<file path="src/rtl/alu_result_fifo.sv">
// -----------------------------------------------------------------------------
// alu_result_fifo
//
// Capture stage behind the 4-bit ALU. Each accepted ALU result, together with
// its flags and the select code that produced it, is stored as one 11-bit
// entry in a DEPTH-entry FIFO. The consumer reads the head entry through a
// valid/ready handshake with first-word fall-through.
//
// Optional feature macro: ALU_STICKY_FLAGS_EN
//   defined   -> sticky carry/overflow registers accumulate over every push
//   undefined -> sticky outputs are tied to 0 and sticky_clear is ignored
//
// Ports
//   clk, rst                 rising-edge clock, async active-high reset
//   in_valid / in_ready      producer handshake (in_ready = !full)
//   alu_out, alu_carry, alu_zero, alu_sign, alu_parity, alu_overflow,
//   alu_select               ALU result fields captured on push
//   res_valid / res_ready    consumer handshake (res_valid = !empty)
//   res_out, res_carry, res_zero, res_sign, res_parity, res_overflow,
//   res_select               head entry fields
//   count                    occupied entries, 0..DEPTH
//   full, empty              occupancy status
//   sticky_clear             synchronous clear of sticky flags
//   sticky_carry, sticky_overflow  accumulated flags
// -----------------------------------------------------------------------------
module alu_result_fifo #(
  parameter int DEPTH = 4
) (
  input  logic                       clk,
  input  logic                       rst,
  input  logic                       in_valid,
  output logic                       in_ready,
  input  logic [3:0]                 alu_out,
  input  logic                       alu_carry,
  input  logic                       alu_zero,
  input  logic                       alu_sign,
  input  logic                       alu_parity,
  input  logic                       alu_overflow,
  input  logic [1:0]                 alu_select,
  output logic                       res_valid,
  input  logic                       res_ready,
  output logic [3:0]                 res_out,
  output logic                       res_carry,
  output logic                       res_zero,
  output logic                       res_sign,
  output logic                       res_parity,
  output logic                       res_overflow,
  output logic [1:0]                 res_select,
  output logic [$clog2(DEPTH):0]     count,
  output logic                       full,
  output logic                       empty,
  input  logic                       sticky_clear,
  output logic                       sticky_carry,
  output logic                       sticky_overflow
);

  localparam int AW = $clog2(DEPTH);  // address bits
  localparam int PW = AW + 1;         // pointer bits incl. wrap bit

  typedef logic [10:0] entry_t;

  entry_t        mem [DEPTH];
  logic [PW-1:0] wr_ptr;
  logic [PW-1:0] rd_ptr;
  entry_t        wr_entry;
  logic          push;
  logic          pop;

  assign wr_entry = {alu_select, alu_overflow, alu_parity, alu_sign,
                     alu_zero, alu_carry, alu_out};

  // Same address with opposite wrap bits means the writer is a full lap ahead.
  assign full  = (wr_ptr[AW-1:0] == rd_ptr[AW-1:0]) && (wr_ptr[AW] != rd_ptr[AW]);
  assign empty = (wr_ptr == rd_ptr);
  assign count = wr_ptr - rd_ptr;

  // in_ready depends only on registered state, so a pop never opens a slot
  // for a push in the same cycle while full.
  assign in_ready  = !full;
  assign res_valid = !empty;
  assign push      = in_valid & in_ready;
  assign pop       = res_valid & res_ready;

  always_ff @(posedge clk or posedge rst) begin
    if (rst) begin
      // NOTE: storage is reset as well so res_* read 0 straight out of reset;
      // a plain data RAM would normally be left unreset.
      for (int i = 0; i < DEPTH; i++) mem[i] <= '0;
      wr_ptr <= '0;
      rd_ptr <= '0;
    end else begin
      if (push) begin
        mem[wr_ptr[AW-1:0]] <= wr_entry;
        wr_ptr              <= wr_ptr + PW'(1);
      end
      if (pop) rd_ptr <= rd_ptr + PW'(1);
    end
  end

  // First-word fall-through: head entry is read combinationally.
  assign {res_select, res_overflow, res_parity, res_sign,
          res_zero, res_carry, res_out} = mem[rd_ptr[AW-1:0]];

`ifdef ALU_STICKY_FLAGS_EN
  // A flagged push in the same cycle as sticky_clear leaves the flag set.
  always_ff @(posedge clk or posedge rst) begin
    if (rst) begin
      sticky_carry    <= 1'b0;
      sticky_overflow <= 1'b0;
    end else if (sticky_clear) begin
      sticky_carry    <= push & alu_carry;
      sticky_overflow <= push & alu_overflow;
    end else if (push) begin
      sticky_carry    <= sticky_carry    | alu_carry;
      sticky_overflow <= sticky_overflow | alu_overflow;
    end
  end
`else
  logic unused_sticky_clear;
  assign unused_sticky_clear = sticky_clear;
  assign sticky_carry        = 1'b0;
  assign sticky_overflow     = 1'b0;
`endif

endmodule

</file>
<file path="config.mk">
export PLATFORM = sky130hd
export DESIGN_NAME = alu_result_fifo
export DESIGN_NICKNAME = d
export VERILOG_FILES = /design/src/rtl/alu_result_fifo.sv
export SDC_FILE = /design/constraint.sdc
export NUM_CORES = 1
export LEC_CHECK = 0
export BUFFER_PORTS_ARGS = -buffer_cell sky130_fd_sc_hd__buf_2
export CAP_MARGIN = 20
export CORE_MARGIN = 2
export CORE_UTILIZATION = 50
export DETAILED_ROUTE_END_ITERATION = 8
export MAX_ROUTING_LAYER = met4
export PLACE_DENSITY = 0.71
export SYNTH_ARGS = -nofsm -noshare
export SYNTH_HDL_FRONTEND = slang
export SYNTH_SLANG_ARGS = --single-unit
</file>
<file path="constraint.sdc">
create_clock -name clk -period 4.39 [get_ports clk]
set_input_delay 0.2195 -clock clk [delete_from_list [all_inputs] [get_ports clk]]
set_output_delay 0.2195 -clock clk [all_outputs]
set_load 0.01 [all_outputs]
</file>
==> flow_summary.ini <==
[critical_path]
slowest_stage = dfrtp_1
cpPeakStageDelay_ns = 0.84
required_ns = 4.58
crit_cells = 4
worstSetupEndpointType = flop
setup.worst_path.start_class = flop
timing.rr.end = mem[20]
path_cells = ha_1 -> and2_1 -> a21oi_2 -> mux2_2
r2r_cells = 4
critPathLaunch = rd_ptr[0]
cp-endpoint = mem[20]
critPathMaxFanout = 14
arrival_ns = 3.06
path_delay_family = flip-flops
r2r_slack_ns = 1.52
worst-setup-path-type = flop to flop
path_buf_inv = 0
r2r_start = rd_ptr[0]

[final_layout]
antenna_cells = 0
nets = 217
final-seq-area_mm2 = 0.00125
num-fill-cells = 382
drive_above_1_share_pct = 54.1
multi_input_area_mm2 = 0.00120
fin_cells = 261
area_growth_pct = 12.7

[timing]
rsz0062_at_grt = false
layout_setup_ws_ns = 1.52
slew_viol_final = 0
period_share_pct = 65.3
fin_crit_ns = 2.87
maxSlewHeadroom_pct = 28.9
fmax_ghz = 0.349
setup_tns_ns = 0
skew_ns = 0.00764
finalSetupViolations = 0
hold_violations = 0
tightest_slew_ns = 1.07

[die]
core_mm2 = 0.00482
die_h_um = 75.4
num_rows = 25
die-area_mm2 = 0.00569
start_util_pct = 53.0
ioPinCount = 36
dieWidth_um = 75.4

[clock_network]
clkLatencyLatePin_ns = 0.31
cts_inserted_buffers = 5
post_cts_resized = 0
htree_levels = 2
cts.sinks = 50
cts_root_buf = clkbuf_8
clockBufferDepth = 2
cts_tree = yes
clk_pin_slew_worst_paths_ns = 0.09

[worst_hold_path]
worstHoldStart = res_ready
min_path_type = input port to flop

[routing]
viasPerCell = 5.26
drc = 0
drt_iter0_drc = 93
drt_wl_total_mm = 4.88
wl_per_cell_um = 18.7
final_antenna_net_count = 0
dr.pass1.iters = 4
vias = 1372

[placement]
dp.cells = 251
gp_congestion = 0.865
dp_slack_ns = 1.58
numPortBuffers = 32
dp_hpwl_mm = 3.23

[global_routing]
grt_max_degree = 51
antenna_found_initial = 0
grt_pass1_wl_mm = 7.99
grt-ovfl-total = 0
grt_usage_pct = 20.1
grt_pass1_vias = 1543

[yosys]
yosys-top-cells-area = dfrtp_1 (49%), mux2_4 (24%), mux4_2 (9.7%)
yosysUniqueCellTypes = 21
synth.yosys.warnings = 0
synth_largest_area_cell = dfrtp_1
syn-instance-count = 159
synth.cell_area_mm2 = 0.00255
yosysTopAreaCellShare_pct = 49.0
ys_seq_area_share_pct = 49.0
ys_seq_elements = 50
syn_avg_cell_area_um2 = 16.0

[power_and_ir_drop]
power_density_mw_per_mm2 = 874
peakVddDrop_v = 0.000545
power_w = 0.00251
leakagePower_nw = 1.33

[job]
maxCapViolCount = 0

[status]
outcome = completed
[stage by stage]
| step | utilization (%) | hold slack (ns) | area (µm²) |
|---|---|---|---|
| after floorplan | - | 0.324 | 2550 |
| after global placement | 56.8 | 0.441 | 2730 |
| after detailed placement | 56.8 | 0.441 | 2730 |
| after CTS | 59.0 | 0.115 | 2840 |
| after global routing | 59.7 | 0.117 | 2870 |
| final | 59.7 | 0.116 | 2870 |
[synthesized netlist by cell type, drive strengths merged]
cell     n
mux2    47
dfrtp   50
xor2     1
and2     1
o21ai    3
inv      8
fa       1
clkbuf   1
xnor2    4
a31oi    1
buf      8
nand2    8
a21oi    7
mux4    11
ha       7
conb     1
[cell usage in the layout (no fill, tap or decap), drive strengths merged]
cell | Yosys | layout
mux4 | 11 | 11
o21ai | 3 | 3
xnor2 | 4 | 4
fa | 1 | 1
a31oi | 1 | 1
and2 | 1 | 1
mux2 | 47 | 47
conb | 1 | 2
buf | 8 | 34
clkbuf | 1 | 6
dfrtp | 50 | 50
a21oi | 7 | 7
xor2 | 1 | 1
bufinv | 0 | 1
nand2 | 8 | 8
clkinvlp | 0 | 1
ha | 7 | 7
inv | 8 | 8
dlygate4sd3 | 0 | 1
[registers in the layout, summed over array words and instances, names as in the netlist]
signal  count
rd_ptr      3
mem        44
wr_ptr      3
[metal layers]
layer	vias to the layer above	share of wire (%)	track usage (%)
met5	-	0	-
met4	0	1.9	6.63
met3	8	4.3	4.76
met2	35	51	31.9
met1	707	43	25.6
li1	622	-	-
[report_power, final]
group	internal (W)	switching [W]	total (W)
clock	0.000170	0.000156	0.000326
combinational	0.000757	0.000540	0.00130
sequential	0.000700	0.000187	0.000887
total	0.00163	0.000883	0.00251
[cells by family after synthesis]
| family | count (synthesis) | synth area share (%) |
|---|---|---|
| fa+ha+maj | 8 | 4.22 |
| other cells | 1 | 0.147 |
| xor+xnor | 5 | 2.01 |
| buf+inv | 17 | 4.02 |
| flops | 50 | 49.0 |
| mux | 58 | 36.3 |
| simple gates | 9 | 1.42 |
| compound gates | 11 | 2.80 |
[final cells by class]
cell class	count	area share (%)
Sequential cell	50	43.5
Multi-Input combinational cell	93	41.8
Timing Repair Buffer	35	6.88
Tap cell	67	2.92
Clock buffer	6	2.53
Clock inverter	2	1.31
Inverter	8	1.04
[how the worst min path moves through the flow]
stage | end | slack [ns] | depth (start not counted)
floorplan | rd_ptr[2] | 0.32 | 1
global placement | rd_ptr[2] | 0.44 | 2
detailed placement | rd_ptr[2] | 0.44 | 2
CTS | rd_ptr[2] | 0.11 | 2
global route | rd_ptr[2] | 0.12 | 2
finish | rd_ptr[2] | 0.12 | 2
[timing repair]
item | CTS | global route
hold buffers | 0 | 1
setup buffers | 0 | 0
endpoints found under the hold margin | 0 | 5
(Power assumes the default switching activity.)
